`src/rtl/status_uart_pkg.sv`:
```
// Shared types and constants for the status-line UART transmitter.
// Imported by the frame sequencer and the byte serialiser.
package status_uart_pkg;

    localparam int FRAME_LEN = 11;

    localparam logic [7:0] ASCII_T  = 8'h54;
    localparam logic [7:0] ASCII_D  = 8'h44;
    localparam logic [7:0] ASCII_EQ = 8'h3D;
    localparam logic [7:0] ASCII_SP = 8'h20;
    localparam logic [7:0] ASCII_S  = 8'h53;
    localparam logic [7:0] ASCII_CR = 8'h0D;
    localparam logic [7:0] ASCII_LF = 8'h0A;
    localparam logic [7:0] ASCII_0  = 8'h30;

    // Serialiser states
    typedef enum logic [1:0] {
        IDLE,
        START,
        DATA,
        STOP
    } state_t;

    // Frame sequencer states
    typedef enum logic [1:0] {
        SEQ_IDLE,
        SEQ_FEED,
        SEQ_LAST,
        SEQ_DONE
    } seq_t;

    typedef struct packed {
        logic       done;
        logic [7:0] tm;
        logic [7:0] tl;
        logic [7:0] sm;
        logic [7:0] sl;
    } snap_t;

    localparam snap_t SNAP_RESET = '{
        done: 1'b0,
        tm:   ASCII_0,
        tl:   ASCII_0,
        sm:   ASCII_0,
        sl:   ASCII_0
    };

    function automatic logic [7:0] frame_byte(
        input logic [3:0] idx,
        input snap_t      s
    );
        logic [7:0] b;
        case (idx)
            4'd0:    b = s.done ? ASCII_D : ASCII_T;
            4'd1:    b = ASCII_EQ;
            4'd2:    b = s.tm;
            4'd3:    b = s.tl;
            4'd4:    b = ASCII_SP;
            4'd5:    b = ASCII_S;
            4'd6:    b = ASCII_EQ;
            4'd7:    b = s.sm;
            4'd8:    b = s.sl;
            4'd9:    b = ASCII_CR;
            default: b = ASCII_LF;
        endcase
        return b;
    endfunction

endpackage

```
`src/rtl/status_uart_tx_byte.sv`:
```
// 8N1 byte serialiser with a valid/ready byte input.
// Ready is offered in idle and in the last stop-bit cycle so bytes chain gaplessly.
module uart_tx_byte
    import status_uart_pkg::*;
#(
    parameter int CLKS_PER_BIT = 10416
) (
    input  logic       clk,
    input  logic       rst,
    input  logic       byte_valid,
    input  logic [7:0] byte_data,
    output logic       byte_ready,
    output logic       tx
);

    localparam int CW = (CLKS_PER_BIT > 1) ? $clog2(CLKS_PER_BIT) : 1;
    localparam logic [CW-1:0] LAST = CW'(CLKS_PER_BIT - 1);

    state_t        r_state;
    logic [CW-1:0] r_cnt;
    logic [2:0]    r_bit;
    logic [7:0]    r_shift;
    logic          r_tx;
    logic          w_bit_end;

    assign w_bit_end  = (r_cnt == LAST);
    assign byte_ready = (r_state == IDLE) ||
                        ((r_state == STOP) && w_bit_end);
    assign tx         = r_tx;

    always_ff @(posedge clk or posedge rst) begin
        if (rst) begin
            r_state <= IDLE;
            r_cnt   <= '0;
            r_bit   <= '0;
            r_shift <= '0;
            r_tx    <= 1'b1;
        end else begin
            case (r_state)
                IDLE: begin
                    if (byte_valid) begin
                        r_state <= START;
                        r_cnt   <= '0;
                        r_shift <= byte_data;
                        r_tx    <= 1'b0;
                    end
                end
                START: begin
                    if (w_bit_end) begin
                        r_state <= DATA;
                        r_cnt   <= '0;
                        r_bit   <= '0;
                        r_tx    <= r_shift[0];
                    end else begin
                        r_cnt <= r_cnt + 1'b1;
                    end
                end
                DATA: begin
                    if (w_bit_end) begin
                        r_cnt <= '0;
                        if (r_bit == 3'd7) begin
                            r_state <= STOP;
                            r_tx    <= 1'b1;
                        end else begin
                            r_bit   <= r_bit + 1'b1;
                            r_shift <= {1'b0, r_shift[7:1]};
                            r_tx    <= r_shift[1];
                        end
                    end else begin
                        r_cnt <= r_cnt + 1'b1;
                    end
                end
                STOP: begin
                    if (w_bit_end) begin
                        r_cnt <= '0;
                        if (byte_valid) begin
                            r_state <= START;
                            r_shift <= byte_data;
                            r_tx    <= 1'b0;
                        end else begin
                            r_state <= IDLE;
                        end
                    end else begin
                        r_cnt <= r_cnt + 1'b1;
                    end
                end
            endcase
        end
    end

endmodule

```
`src/rtl/status_uart_tx.sv`:
```
// Snapshots timer/score digits and sends one 11-byte status line over UART.
// Holds the snapshot, the byte mux and the frame sequencer.
module status_uart_tx
    import status_uart_pkg::*;
#(
    parameter int CLKS_PER_BIT = 10416
) (
    input  logic       clk,
    input  logic       rst,
    input  logic       send,
    input  logic [7:0] time_msb_ascii,
    input  logic [7:0] time_lsb_ascii,
    input  logic [7:0] score_msb_ascii,
    input  logic [7:0] score_lsb_ascii,
    input  logic       timer_done,
    output logic       tx,
    output logic       busy,
    output logic       frame_done
);

    localparam logic [3:0] LAST_IDX = 4'(FRAME_LEN - 1);

    seq_t       r_seq;
    snap_t      r_snap;
    logic [3:0] r_idx;
    logic       r_pending;
    logic       r_busy;
    logic       r_frame_done;

    snap_t      w_live;
    logic       w_restart;
    logic       w_valid;
    logic [7:0] w_data;
    logic       w_ready;
    logic       w_accept;

    assign w_live = {timer_done, time_msb_ascii, time_lsb_ascii,
                     score_msb_ascii, score_lsb_ascii};

    // Restarting from DONE feeds byte 0 straight from the live inputs,
    // so the next start bit follows the DONE cycle with no extra gap.
    assign w_restart = (r_seq == SEQ_DONE) && (r_pending || send);
    assign w_valid   = (r_seq == SEQ_FEED) || w_restart;
    assign w_data    = (r_seq == SEQ_DONE) ? frame_byte(4'd0, w_live)
                                           : frame_byte(r_idx, r_snap);
    assign w_accept  = w_valid && w_ready;

    assign busy       = r_busy;
    assign frame_done = r_frame_done;

    uart_tx_byte #(
        .CLKS_PER_BIT(CLKS_PER_BIT)
    ) u_ser (
        .clk        (clk),
        .rst        (rst),
        .byte_valid (w_valid),
        .byte_data  (w_data),
        .byte_ready (w_ready),
        .tx         (tx)
    );

    always_ff @(posedge clk or posedge rst) begin
        if (rst) begin
            r_seq        <= SEQ_IDLE;
            r_snap       <= SNAP_RESET;
            r_idx        <= '0;
            r_pending    <= 1'b0;
            r_busy       <= 1'b0;
            r_frame_done <= 1'b0;
        end else begin
            r_frame_done <= 1'b0;
            case (r_seq)
                SEQ_IDLE: begin
                    if (send) begin
                        r_snap <= w_live;
                        r_idx  <= '0;
                        r_busy <= 1'b1;
                        r_seq  <= SEQ_FEED;
                    end
                end
                SEQ_FEED: begin
                    if (send) r_pending <= 1'b1;
                    if (w_accept) begin
                        if (r_idx == LAST_IDX) r_seq <= SEQ_LAST;
                        else                   r_idx <= r_idx + 1'b1;
                    end
                end
                SEQ_LAST: begin
                    if (send) r_pending <= 1'b1;
                    if (w_ready) begin
                        r_seq        <= SEQ_DONE;
                        r_frame_done <= 1'b1;
                    end
                end
                SEQ_DONE: begin
                    r_pending <= 1'b0;
                    if (w_restart) begin
                        r_snap <= w_live;
                        r_idx  <= 4'd1;
                        r_seq  <= SEQ_FEED;
                    end else begin
                        r_busy <= 1'b0;
                        r_seq  <= SEQ_IDLE;
                    end
                end
            endcase
        end
    end

endmodule
```
`config.mk`:
```
export PLATFORM = sky130hd
export DESIGN_NAME = status_uart_tx
export DESIGN_NICKNAME = d
export VERILOG_FILES = /design/src/rtl/status_uart_pkg.sv /design/src/rtl/status_uart_tx_byte.sv /design/src/rtl/status_uart_tx.sv
export SDC_FILE = /design/constraint.sdc
export NUM_CORES = 1
export LEC_CHECK = 0
export CAP_MARGIN = 15
export CORE_ASPECT_RATIO = 2
export CORE_MARGIN = 2
export CORE_UTILIZATION = 33
export CTS_BUF_LIST = sky130_fd_sc_hd__clkbuf_8 sky130_fd_sc_hd__clkbuf_16
export DETAILED_ROUTE_END_ITERATION = 10
export PLACE_DENSITY_LB_ADDON = 0.2
export SLEW_MARGIN = 30
export SYNTH_ARGS = -nofsm -noshare
export SYNTH_HDL_FRONTEND = slang
export SYNTH_SLANG_ARGS = --single-unit
```
`constraint.sdc`:
```
create_clock -name clk -period 2.95 [get_ports clk]
set_input_delay 0.885 -clock clk [delete_from_list [all_inputs] [get_ports clk]]
set_output_delay 0.885 -clock clk [all_outputs]
set_load 0.05 [all_outputs]
```
==> results of run 1 <==
-- final cells by class --
class / instances / area [µm²] / area share [%]
clock buffers: 9 / 225 / 4.76
clock inverters: 7 / 97.6 / 2.06
well taps: 142 / 178 / 3.76
multi-input cells: 268 / 1940 / 41.0
repair buffers: 49 / 488 / 10.3
inverters: 11 / 41.3 / 0.873
flip-flops and latches: 70 / 1760 / 37.3
-- flip-flops by register name, indices dropped and copies added (netlist names) --
register / cells
u_ser.r_bit: 3
u_ser.r_shift: 8
frame_done: 1
u_ser.tx: 1
busy: 1
u_ser.r_state: 2
u_ser.r_cnt: 14
r_idx: 4
r_pending: 1
r_seq: 2
r_snap: 33
-- power by group through the flow --
stage                     registers [mW]  logic (mW)  clock network [mW]
after detailed placement            1.71        2.28                   0
after global routing                1.75        2.53                1.26
after floorplan                     1.64        1.71                   0
after global placement              1.69        2.22                   0
final                               1.69        2.25                1.18
after CTS                           1.70        2.29                1.21
-- how the worst min path moves through the flow --
stage          depth (start not counted)            start               to  slack [ns]
2_1_floorplan                          1  u_ser.r_cnt[13]  u_ser.r_cnt[13]        0.45
3_3_place_gp                           2         u_ser.tx         u_ser.tx        0.45
3_5_place_dp                           2         u_ser.tx         u_ser.tx        0.46
4_1_cts                                2         u_ser.tx         u_ser.tx        0.47
5_1_grt                                2         u_ser.tx         u_ser.tx        0.49
6_report                               2         u_ser.tx         u_ser.tx        0.46
-- metrics by stage --
| stage | setup WS [ns] | cells | hold WS (ns) |
|---|---|---|---|
| finish | 0.404 | 556 | 0.462 |
| detailed placement | 0.300 | 540 | 0.459 |
| floorplan | 0.312 | 372 | 0.452 |
| CTS | 0.382 | 556 | 0.467 |
| global route | 0.355 | 556 | 0.491 |
| global placement | 0.313 | 540 | 0.455 |
-- cells in the mapped netlist, types with 2 or more instances --
library cell	number
mux2_2	39
and3_1	2
a221oi_1	5
o211ai_1	2
nor2_1	21
a2bb2oi_1	3
clkbuf_1	15
a211o_1	3
a21oi_1	17
ha_1	17
o21ai_0	35
dfrtp_1	61
nor2b_1	6
buf_2	6
a31oi_1	12
a21o_1	3
inv_1	11
nand3_1	7
dfstp_2	9
nor4_1	2
nand2b_1	8
nand4_1	6
nand2_1	30
a22o_1	6
nand3b_1	2
nor3_1	7
o31ai_1	2
a211oi_1	5
o21ai_1	3
mux2i_1	2
-- per-layer routing --
layer  GRT usage (%)  vias up  wire (µm)
met5               0        -          0
met2            29.4       48       5170
li1                -     1439          -
met4            6.54        0        152
met3            3.23       12        209
met1            16.0     1468       3340
-- cell families after synthesis --
group                    count (synthesis)  share of synthesized area, %
AO/OA/AOI/OAI                          112                          19.4
XOR/XNOR                                 1                         0.228
adder cells (fa/ha/maj)                 17                          5.55
buffers and inverters                   34                          3.62
flip-flops                              70                          46.0
multiplexers                            41                          12.0
AND/OR/NAND/NOR                         97                          13.3
==> out/metrics.cfg, run 1 <==
[clock_network]
cts_resized = 0
post_cts_buffers = 0
htree_levels = 3
clock_latency_ns = 0.34
cts_root_buf = clkbuf_16
ctsHoldBuffers = 0
cts_tree = done
clkSinkCount = 70
cts_buffers = 9
clk_path_buf_depth = 2
path_clk_slew_ns = 0.05

[synth]
syn-num-nets = 425
synthArstFlopShare_pct = 100
ys.flop_type = dfrtp_1
synth_edf_count = 0
ys_warn_count = 0
synth-seq-area-share_pct = 46.0
synth.distinct_cells = 55
synthCells = 372
synth_top_area_share_pct = 39.8
yosys.area.top_type = dfrtp_1
synth-seq-cells = 70
synth_area_leaders = dfrtp_1 (40%), mux2_2 (11%), dfstp_2 (6.2%), ha_1 (5.5%), o21ai_0 (4.6%)
avgSynthCellArea_um2 = 10.3
synth_area_um2 = 3830

[layout]
drive_gt1_share_pct = 20.0
area_growth_pct = 23.3
n_antenna_cell = 0
fill_cells = 1131
final_cell_mix = dfrtp_1 (61), mux2_2 (39), clkdlybuf4s50_1 (38)
utilization_pct = 41.7
final_common_cell = dfrtp_1
stdcell_area_um2 = 4730
final_nets = 462

[routing]
ant_nets = 0
wl_per_cell_um = 16.0
vias = 2967
drtIter0Drc = 121
drtPass1Iterations = 5
remaining_drc_errors = 0
wl_mm = 8.87
post_drt_via_cell_ratio = 5.34

[power]
ir_worst_vdd_v = 0.000486
total_power_mw = 5.13
powerDensity_nw_per_um2 = 1080
p_switching_mw = 1.88
p_comb_share_pct = 44.0
p_seq_share_pct = 33.0
internal-power_mw = 3.24
swShare_pct = 36.7
p_leak_nw = 1.96
pwr-share-clk_pct = 23.0

[run]
cap_viol_max_count = 0

[die]
rows = 55
dieArea_um2 = 12600
die_h_um = 156
die_w_um = 80.2
io_pins = 39
core_um2 = 11400
initial_core_util_pct = 33.8

[worst_setup_path]
cp_top_family = buffers and inverters
reg2reg_from = u_ser.r_cnt[0]
crit_type = register to output pin
reg2reg_depth = 6
max_stage_delay_ns = 0.80
startpoint_type = register
crit_chain = clkdlybuf4s50_1
required_ns = 2.07
critPathLaunch = u_ser.tx
cpMaxStageDelayCell = clkdlybuf4s50_1
worstSetupEndpointType = output pin
r2r_end = u_ser.r_state[1]
worstPathBufferInverterCount = 1
cp_max_fo = 2
crit_path_end = tx
r2r_slack_ns = 0.56
cp_num_cells = 1
arrival_ns = 1.66

[global_routing]
grt_max_degree = 71
grt_pass1_vias = 3069
grt_pass1_wl_mm = 15.0
antenna_found_initial = 0
overflow = 0
grt.total_usage_pct = 15.6

[place]
io_buffer_count = 38
post-dp-hpwl_mm = 6.52
gp_congestion = 0.792
placed_area_um2 = 4410

[run_status]
outcome = finished clean

[timing]
rsz0062_at_grt = false
maxSlewHeadroom_pct = 54.5
maxSlewViolCount = 0
worst_pin_slew_ns = 0.682
finalCriticalPeriod_ns = 2.55
finClkSkew_ns = 0.00967
setup_tns_ns = 0
setup_viol = 0
final-hold-violation-count = 0
period_share_pct = 86.3
fmax_mhz = 393

[worst_hold_path]
hold_class = register to register

Note: power is estimated with default switching activity, not from simulation.
==> run 2, diff against run 1 <==
- CORE_ASPECT_RATIO: 2 -> not set
- SKIP_CTS_REPAIR_TIMING: not set -> 1
==> run 2 against run 1 <==
Effect of this change: clock-buffer cell count did not move; utilization fell by 0.57 points; first-iteration DRC count rose by 28%; cell count fell by 0.72%; critical path depth did not move; critical endpoint unchanged; largest cell class unchanged.
==> out/metrics.cfg, run 2 (synthesized netlist as in run 1, its figures left out) <==
[clock_network]
cts_tree = done
cts_buffers = 9
cts_root_buf = clkbuf_16
path_clk_slew_ns = 0.06
clk_path_buf_depth = 2
htree_levels = 3
clock_latency_ns = 0.34
clkSinkCount = 70

[layout]
final_cell_mix = dfrtp_1 (61), mux2_2 (39), clkdlybuf4s50_1 (38)
top_regs = r_snap (33), u_ser.r_cnt (14), u_ser.r_shift (8)
final_nets = 457
drive_gt1_share_pct = 19.1
final_common_cell = dfrtp_1
largest_reg_flops = 33
n_antenna_cell = 0
area_growth_pct = 21.8
largest_register = r_snap

[power]
p_switching_mw = 1.85
p_leak_nw = 1.92
swShare_pct = 37.1
p_seq_share_pct = 33.7
powerDensity_nw_per_um2 = 1060
pwr-share-clk_pct = 21.8
ir_worst_vdd_v = 0.000424
p_comb_share_pct = 44.5
internal-power_mw = 3.13

[timing]
finalCriticalPeriod_ns = 2.57
worst_pin_slew_ns = 0.679
whs_ns = 0.465
maxSlewViolCount = 0
final-hold-violation-count = 0
maxSlewHeadroom_pct = 54.7
setup_tns_ns = 0
rsz0062_at_grt = false
finClkSkew_ns = 0.00673
period_share_pct = 87.0
setup_viol = 0
fmax_mhz = 390

[die]
dieArea_um2 = 12500
initial_core_util_pct = 33.7
rows = 39
die_w_um = 112
die_h_um = 112
core_um2 = 11400
io_pins = 39

[run_status]
outcome = finished clean

[place]
io_buffer_count = 38
gp_congestion = 0.831
post-dp-hpwl_mm = 5.78

[global_routing]
overflow = 0
grt_max_degree = 71
antenna_found_initial = 0
grt_pass1_wl_mm = 14.2
grt_pass1_vias = 2924
grt.total_usage_pct = 14.1

[worst_setup_path]
worstPathBufferInverterCount = 1
cpMaxStageDelayCell = clkdlybuf4s50_1
r2r_slack_ns = 0.65
startpoint_type = register
crit_type = register to output pin
cp_top_family = buffers and inverters
required_ns = 2.07
worstSetupEndpointType = output pin
cp_max_fo = 2
max_stage_delay_ns = 0.81
crit_chain = clkdlybuf4s50_1
arrival_ns = 1.68

[routing]
drtPass1Iterations = 4
vias = 2903
post_drt_via_cell_ratio = 5.26
wl_per_cell_um = 15.1
wl_mm = 8.34
drtIter0Drc = 155
remaining_drc_errors = 0
ant_nets = 0

[worst_hold_path]
hold_class = register to register

[run]
cap_viol_max_count = 0

==> run 2: per-layer routing <==
metal	GRT usage (%)	share of wire, %
met5	0	0
met4	5.02	0.84
met3	3.70	3.1
met2	23.3	50
met1	17.9	46
==> run 2: power by group through the flow <==
stage	combinational (mW)	clock [mW]	sequential, mW
final	2.21	1.08	1.68
after global routing	2.46	1.16	1.73
after CTS	2.24	1.13	1.68
after detailed placement	2.23	0	1.69
after global placement	2.18	0	1.68
after floorplan	1.71	0	1.64
==> run 2: area by class of cell <==
cell class                      instances  area, µm²
Clock buffer                            9        225
Clock inverter                          7       75.1
Fill cell                            1102       6700
Inverter                               11       41.3
Multi-Input combinational cell        268       1940
Sequential cell                        70       1760
Tap cell                              143        179
Timing Repair Buffer                   44        450
==> run 2: final timing paths <==
kind,from,end,depth (start not counted)
setup reg to reg,r_seq[0],u_ser.r_shift[7],5
min in group asynchronous,rst,u_ser.r_cnt[3],3
hold / removal,u_ser.tx,u_ser.tx,2
max in group asynchronous,rst,r_snap[5],3
setup / recovery,u_ser.tx,tx,1
hold reg to reg,u_ser.tx,u_ser.tx,2
==> run 2: metrics by stage <==
stage | util [%] | setup slack [ns] | instances | instance area, µm² | power, mW
floorplan | - | 0.312 | 372 | 3830 | 3.36
global placement | 38.4 | 0.330 | 536 | 4370 | 3.86
detailed placement | 38.4 | 0.266 | 536 | 4370 | 3.92
CTS | 41.1 | 0.348 | 552 | 4670 | 5.04
global route | 41.1 | 0.339 | 552 | 4670 | 5.36
finish | 41.1 | 0.384 | 552 | 4670 | 4.97
